--- config.mk ---
export PLATFORM = sky130hd
export DESIGN_NAME = max_frame_reducer_flat
export DESIGN_NICKNAME = d
export VERILOG_FILES = /design/src/rtl/max_pkg.sv /design/src/rtl/max_frame_reducer_if.sv /design/src/rtl/max_exact_ref.sv /design/src/rtl/max_frame_reducer.sv /design/src/flat_wrapper.sv
export SDC_FILE = /design/constraint.sdc
export NUM_CORES = 1
export LEC_CHECK = 0
export CORE_ASPECT_RATIO = 0.6
export CORE_MARGIN = 3
export CORE_UTILIZATION = 53
export DETAILED_ROUTE_END_ITERATION = 16
export PLACE_DENSITY = 0.85
export REMOVE_ABC_BUFFERS = 1
export SLEW_MARGIN = 25
export SYNTH_ARGS = -nofsm -noshare
export SYNTH_HDL_FRONTEND = slang
export SYNTH_SLANG_ARGS = --single-unit
export TNS_END_PERCENT = 50
--- constraint.sdc ---
create_clock -name clk -period 7.45 [get_ports clk]
set_input_delay 1.8625 -clock clk [delete_from_list [all_inputs] [get_ports clk]]
set_output_delay 1.8625 -clock clk [all_outputs]
set_load 0.02 [all_outputs]
--- src/rtl/max_pkg.sv ---
// Shared definitions for the max-frame reducer and related QoR monitors.
package max_pkg;

    localparam int unsigned W_DEF  = 5;
    localparam int unsigned CW_DEF = 16;

    // Max stage pin map: operand A on pi00..pi04, B on pi05..pi09, result on po0..po4, all MSB first.
    localparam int unsigned PI_A_BASE = 0;
    localparam int unsigned PI_B_BASE = 5;
    localparam int unsigned PO_BASE   = 0;

    typedef enum logic [1:0] {
        IDLE,
        ACCUM,
        HOLD
    } state_e;

    function automatic int unsigned msb_first_pin(input int unsigned base,
                                                  input int unsigned bitpos,
                                                  input int unsigned width);
        return base + (width - 1 - bitpos);
    endfunction

endpackage

--- src/rtl/max_frame_reducer_if.sv ---
// Sample stream, frame result and external max-stage signals of the reducer.
interface max_frame_reducer_if #(
    parameter int unsigned W = 5
);
    logic         s_valid;
    logic         s_ready;
    logic [W-1:0] s_data;
    logic         s_last;

    logic [W-1:0] cmp_a;
    logic [W-1:0] cmp_b;
    logic [W-1:0] cmp_max;

    logic         m_valid;
    logic         m_ready;
    logic [W-1:0] m_max;
    logic [W-1:0] m_exact;
    logic         m_err;

    modport slave (
        input  s_valid, s_data, s_last, cmp_max, m_ready,
        output s_ready, cmp_a, cmp_b, m_valid, m_max, m_exact, m_err
    );

    modport master (
        output s_valid, s_data, s_last, cmp_max, m_ready,
        input  s_ready, cmp_a, cmp_b, m_valid, m_max, m_exact, m_err
    );
endinterface

--- src/rtl/max_exact_ref.sv ---
// Exact unsigned W-bit maximum, the golden reference for approximate max stages.
module max_exact_ref #(
    parameter int unsigned W = 5
) (
    input  logic [W-1:0] a_i,
    input  logic [W-1:0] b_i,
    output logic [W-1:0] y_o
);
    assign y_o = (b_i > a_i) ? b_i : a_i;
endmodule

--- src/rtl/max_frame_reducer.sv ---
// Reduces each sample frame to one maximum through the external approximate
// max stage while tracking the exact maximum and counting mismatched frames.
module max_frame_reducer
    import max_pkg::*;
#(
    parameter int unsigned W  = W_DEF,
    parameter int unsigned CW = CW_DEF
) (
    input  logic                clk,
    input  logic                rst,
    max_frame_reducer_if.slave  bus,
    input  logic                clr_stats,
    output logic [CW-1:0]       err_count
);

    state_e        state_q, state_d;
    logic [W-1:0]  acc_apx_q, acc_apx_d;
    logic [W-1:0]  acc_ex_q, acc_ex_d;
    logic          m_valid_q, m_valid_d;
    logic [W-1:0]  m_max_q, m_max_d;
    logic [W-1:0]  m_exact_q, m_exact_d;
    logic          m_err_q, m_err_d;
    logic [CW-1:0] err_count_q, err_count_d;

    logic [W-1:0]  ex_max;
    logic          s_ready_c;
    logic [W-1:0]  cmp_a_c;
    logic [W-1:0]  cmp_b_c;
    logic          in_xfer;
    logic          load;

    max_exact_ref #(.W(W)) u_exact (
        .a_i (acc_ex_q),
        .b_i (bus.s_data),
        .y_o (ex_max)
    );

    always_comb begin
        state_d     = state_q;
        acc_apx_d   = acc_apx_q;
        acc_ex_d    = acc_ex_q;
        m_valid_d   = m_valid_q;
        m_max_d     = m_max_q;
        m_exact_d   = m_exact_q;
        m_err_d     = m_err_q;
        err_count_d = err_count_q;
        s_ready_c   = 1'b0;
        cmp_a_c     = '0;
        cmp_b_c     = '0;
        load        = 1'b0;
        in_xfer     = bus.s_valid && !rst;

        case (state_q)
            IDLE: begin
                s_ready_c = 1'b1;
                if (in_xfer) begin
                    acc_apx_d = bus.s_data;
                    acc_ex_d  = bus.s_data;
                    state_d   = bus.s_last ? HOLD : ACCUM;
                    load      = bus.s_last;
                end
            end
            ACCUM: begin
                s_ready_c = 1'b1;
                cmp_a_c   = acc_apx_q;
                cmp_b_c   = bus.s_data;
                if (in_xfer) begin
                    acc_apx_d = bus.cmp_max;
                    acc_ex_d  = ex_max;
                    if (bus.s_last) begin
                        state_d = HOLD;
                        load    = 1'b1;
                    end
                end
            end
            HOLD: begin
                if (bus.m_ready) begin
                    m_valid_d = 1'b0;
                    state_d   = IDLE;
                end
            end
            default: state_d = IDLE;
        endcase

        // Outputs load from the next-state accumulators so the result appears one cycle after the last sample.
        if (load) begin
            m_valid_d = 1'b1;
            m_max_d   = acc_apx_d;
            m_exact_d = acc_ex_d;
            m_err_d   = (acc_apx_d != acc_ex_d);
            if (m_err_d && (err_count_q != '1)) begin
                err_count_d = err_count_q + CW'(1);
            end
        end

        if (clr_stats) begin
            err_count_d = '0;
        end
    end

    always_ff @(posedge clk) begin
        if (rst) begin
            state_q     <= IDLE;
            acc_apx_q   <= '0;
            acc_ex_q    <= '0;
            m_valid_q   <= 1'b0;
            m_max_q     <= '0;
            m_exact_q   <= '0;
            m_err_q     <= 1'b0;
            err_count_q <= '0;
        end else begin
            state_q     <= state_d;
            acc_apx_q   <= acc_apx_d;
            acc_ex_q    <= acc_ex_d;
            m_valid_q   <= m_valid_d;
            m_max_q     <= m_max_d;
            m_exact_q   <= m_exact_d;
            m_err_q     <= m_err_d;
            err_count_q <= err_count_d;
        end
    end

    assign bus.s_ready = s_ready_c && !rst;
    assign bus.cmp_a   = cmp_a_c;
    assign bus.cmp_b   = cmp_b_c;
    assign bus.m_valid = m_valid_q;
    assign bus.m_max   = m_max_q;
    assign bus.m_exact = m_exact_q;
    assign bus.m_err   = m_err_q;
    assign err_count   = err_count_q;

endmodule

--- src/flat_wrapper.sv ---
// flat-port wrapper written by rule: the top's interface ports become plain ports
module max_frame_reducer_flat import max_pkg::*;
#(
    parameter int unsigned W  = W_DEF,
    parameter int unsigned CW = CW_DEF
)
  (clk, rst, clr_stats, err_count, bus_s_valid, bus_s_data, bus_s_last, bus_cmp_max, bus_m_ready, bus_s_ready, bus_cmp_a, bus_cmp_b, bus_m_valid, bus_m_max, bus_m_exact, bus_m_err);
  max_frame_reducer_if #(.W(W)) bus_i ();
  input  logic clk;
  input  logic rst;
  input  logic clr_stats;
  output logic [CW-1:0] err_count;
  input wire logic [$bits(bus_i.s_valid)-1:0] bus_s_valid;
  input wire logic [$bits(bus_i.s_data)-1:0] bus_s_data;
  input wire logic [$bits(bus_i.s_last)-1:0] bus_s_last;
  input wire logic [$bits(bus_i.cmp_max)-1:0] bus_cmp_max;
  input wire logic [$bits(bus_i.m_ready)-1:0] bus_m_ready;
  output wire logic [$bits(bus_i.s_ready)-1:0] bus_s_ready;
  output wire logic [$bits(bus_i.cmp_a)-1:0] bus_cmp_a;
  output wire logic [$bits(bus_i.cmp_b)-1:0] bus_cmp_b;
  output wire logic [$bits(bus_i.m_valid)-1:0] bus_m_valid;
  output wire logic [$bits(bus_i.m_max)-1:0] bus_m_max;
  output wire logic [$bits(bus_i.m_exact)-1:0] bus_m_exact;
  output wire logic [$bits(bus_i.m_err)-1:0] bus_m_err;
  assign bus_i.s_valid = bus_s_valid;
  assign bus_i.s_data = bus_s_data;
  assign bus_i.s_last = bus_s_last;
  assign bus_i.cmp_max = bus_cmp_max;
  assign bus_i.m_ready = bus_m_ready;
  assign bus_s_ready = bus_i.s_ready;
  assign bus_cmp_a = bus_i.cmp_a;
  assign bus_cmp_b = bus_i.cmp_b;
  assign bus_m_valid = bus_i.m_valid;
  assign bus_m_max = bus_i.m_max;
  assign bus_m_exact = bus_i.m_exact;
  assign bus_m_err = bus_i.m_err;
  max_frame_reducer #(.W(W), .CW(CW)) u_core (.clk(clk), .rst(rst), .bus(bus_i), .clr_stats(clr_stats), .err_count(err_count));
endmodule
==> qor.txt <==
initial antenna violation count -> 0
mux contribution to synthesized area -> 5.831%
unrepaired setup endpoints after global routing -> no
Hold Crit Class -> reg2reg
Tightest Pin Transition -> 0.7621 ns
CTS tree -> done
IO Pins -> 55
initial DRC count -> 154
Nets -> 350
via-per-instance ratio -> 5.810
Synth Warn # -> 0
H-tree Lvls -> 2
Post-DRT Antenna Nets -> 0
Critical Path Source Type -> input pin
Mapped Cells -> 282
period utilisation layout -> 68.24%
setup tns final -> 0 ns
wire per inst -> 15.11 um
ys async rst share -> 0%
complex-gate fraction of the synthesized area -> 20.35%
drt drc -> 0
initial core utilization -> 58.44%
CP Max Fanout -> 6
sequential area share after synthesis -> 35.20%
Routed WL -> 5819 um
vias in the first global route -> 2020
Die W -> 90.58 um
DR pass1 iterations -> 7
peak per-stage delay on the critical path -> 0.60 ns
pwr dens -> 182.2 nW/um^2
Ant. Diodes -> 0
Hold Buf Count CTS -> 0
Setup Crit Path Kind -> in2out
Worst path most repeated cell -> clkdlybuf4s50_1
Synth Area per Inst -> 8.066 um^2
Netlist Area Pre-Place -> 2275 um^2
Skew-Pair Late Insertion Delay -> 0.29 ns
CP required -> 5.59 ns
most frequent cells in the layout -> 53 x clkdlybuf4s50_1, 40 x dfxtp_1, 38 x nor2_1, 25 x a21oi_1, 19 x nand2_1
GR Util All Layers -> 22.94%
number of synthesized register bits -> 40
Die Span Y -> 56.75 um
Simple-Gate Fraction of Synth Area -> 28.38%
commonest non-fill, non-tap cell in the layout -> clkdlybuf4s50_1
final RePlAce weighted congestion -> 0.8974
library cells used by synthesis -> 51
port bufs -> 54
total number of vias -> 2237
dpl hpwl -> 4276 um
total buffers and inverters traversed by the critical path -> 2
Reg clk slew, reported paths -> 0.08 ns
grt total ovfl -> 0
Peak VDD IR -> 134.0 uV
minimum clock period -> 5.084 ns
layout cells sized above 1 -> 5.793%
# fillers -> 311
total of max-cap violations -> 0
first-pass GRT wire length -> 9597 um
Crit path max-delay family -> buffers and inverters
CP Capture Type -> output port
final hold violations -> 0
max-slew violations -> 0
Pleak -> 0.001029 uW
Critical Path AT -> 3.22 ns
Post-synth EDFFs -> 0
root buf cell -> clkbuf_8
Post-synth top flop -> dfxtp_1
largest net degree at the start of global routing -> 31
CORE AREA -> 3892 um^2
slowest library cell on the worst path -> clkdlybuf4s50_1
Synth Area in XOR/XNOR -> 0.7701%
CTS Buffer Depth -> 2
largest family of logic cells by synthesized area -> simple AND/OR/NAND/NOR gates
worst-path cell chain -> clkdlybuf4s50_1 -> and2_1 -> clkdlybuf4s50_1
Max Freq -> 0.1967 GHz
Synth Area in Adders -> 3.300%
worst hold slack -> 0.4877 ns
Worst slew margin -> 49.12%
Final Setup Violations -> 0
Clock Sink Count -> 40
FP Rows -> 17
CTS buffer count -> 5
area delta synth->final -> 28.49%
postcts setup bufs -> 0
# resized after CTS -> 0
Die ar. -> 5140 um^2
clk_skew -> 0.004228 ns
status -> completed
[flip-flops by register name, summed over array words and instances, names as in the netlist]
register and count:
u_core.state_q 2, u_core.err_count 16, u_core.acc_ex_q 5, u_core.bus.m_valid 1, u_core.acc_apx_q 5, u_core.bus.m_max 5
u_core.bus.m_exact 5, u_core.bus.m_err 1
[worst register-to-register path: stages, from the launching register on]
cell and delay (ns):
dfxtp_1 0.82, nor2b_1 0.69, nand2_1 0.16, o211ai_1 0.32
o22ai_1 0.16, nor4_2 0.35, a21o_1 0.61, o21ai_0 0.21
a21oi_1 0.15
[routing by layer]
layer / wire [um] / global-route usage (%)
met1: 2817 / 31.41
met5: 0 / 0
met2: 2497 / 36.14
met3: 459 / 6.024
met4: 44 / 5.229
[through the flow]
| step | utilization, % | setup WS (ns) | cells | total power [uW] | cell area (um^2) |
|---|---|---|---|---|---|
| CTS | 75.22 | 1.768 | 385 | 534.2 | 2928 |
| global route | 75.09 | 2.076 | 385 | 551.1 | 2923 |
| finish | 75.09 | 2.366 | 385 | 532.5 | 2923 |
| detailed placement | 71.91 | 1.775 | 378 | 326.9 | 2799 |
| floorplan | - | 3.089 | 266 | 290.0 | 2180 |
| global placement | 71.91 | 1.804 | 378 | 325.0 | 2799 |
[cell families (layout without fill, tap and decap cells)]
| kind of cell | after synthesis | after routing |
|---|---|---|
| DFF | 40 | 40 |
| AOI/OAI and AO/OA | 69 | 69 |
| adders and majority gates | 6 | 6 |
| muxes | 13 | 13 |
| and+or+nand+nor | 124 | 124 |
| xor gates and xnor gates | 2 | 2 |
| buffers and inverters | 28 | 74 |
[cells in the mapped netlist, drive strengths merged (2+ instances only)]
| cell | instances | area share, % |
|---|---|---|
| a21oi | 25 | 5.5 |
| o211ai | 3 | 1.2 |
| dfxtp | 40 | 35 |
| buf | 10 | 3.2 |
| nand2b | 5 | 1.4 |
| nand3 | 7 | 1.5 |
| clkbuf | 6 | 0.99 |
| and2 | 13 | 3.6 |
| or3 | 12 | 3.5 |
| o31ai | 3 | 0.99 |
| mux2 | 2 | 0.99 |
| ha | 6 | 3.3 |
| o21ai | 15 | 3.3 |
| or4 | 4 | 1.3 |
| xor2 | 2 | 0.77 |
| nor3 | 9 | 2.0 |
| nand3b | 3 | 0.99 |
| and3 | 5 | 1.4 |
| o22ai | 2 | 0.55 |
| inv | 12 | 2.0 |
| nand2 | 19 | 3.1 |
| or2 | 2 | 0.55 |
| nor2 | 38 | 6.3 |
| a211oi | 7 | 2.3 |
| a221oi | 2 | 1.0 |
| mux2i | 11 | 4.8 |
[path summary, 6_finish.rpt]
| kind | from | end | slack, ns | depth (start not counted) |
|---|---|---|---|---|
| setup / recovery | bus_s_data[4] | bus_cmp_b[4] | 2.37 | 3 |
| hold reg to reg | u_core.bus.m_valid$_SDFFE_PP0P_ | u_core.bus.m_valid$_SDFFE_PP0P_ | 0.49 | 2 |
| setup reg to reg | u_core.state_q[0]$_SDFFE_PP0P_ | u_core.err_count[5]$_SDFFE_PP0P_ | 3.91 | 8 |
| hold / removal | u_core.bus.m_valid$_SDFFE_PP0P_ | u_core.bus.m_valid$_SDFFE_PP0P_ | 0.49 | 2 |
[layout make-up]
| type | count | area, um^2 | share of cell area (%) |
|---|---|---|---|
| tap | 57 | 71.32 | 2.440 |
| inverter | 12 | 45.04 | 1.541 |
| timing repair buffer | 55 | 543.0 | 18.58 |
| sequential | 40 | 800.8 | 27.40 |
| multi-input combinational | 214 | 1334 | 45.63 |
| clock buffer | 5 | 68.82 | 2.354 |
| clock inverter | 2 | 60.06 | 2.055 |
[power breakdown]
part | internal (uW) | switching [uW]
Combinational | 41.2 | 53.0
Sequential | 221 | 8.48
Clock | 132 | 76.9
Power figures use the tool's default switching activity.
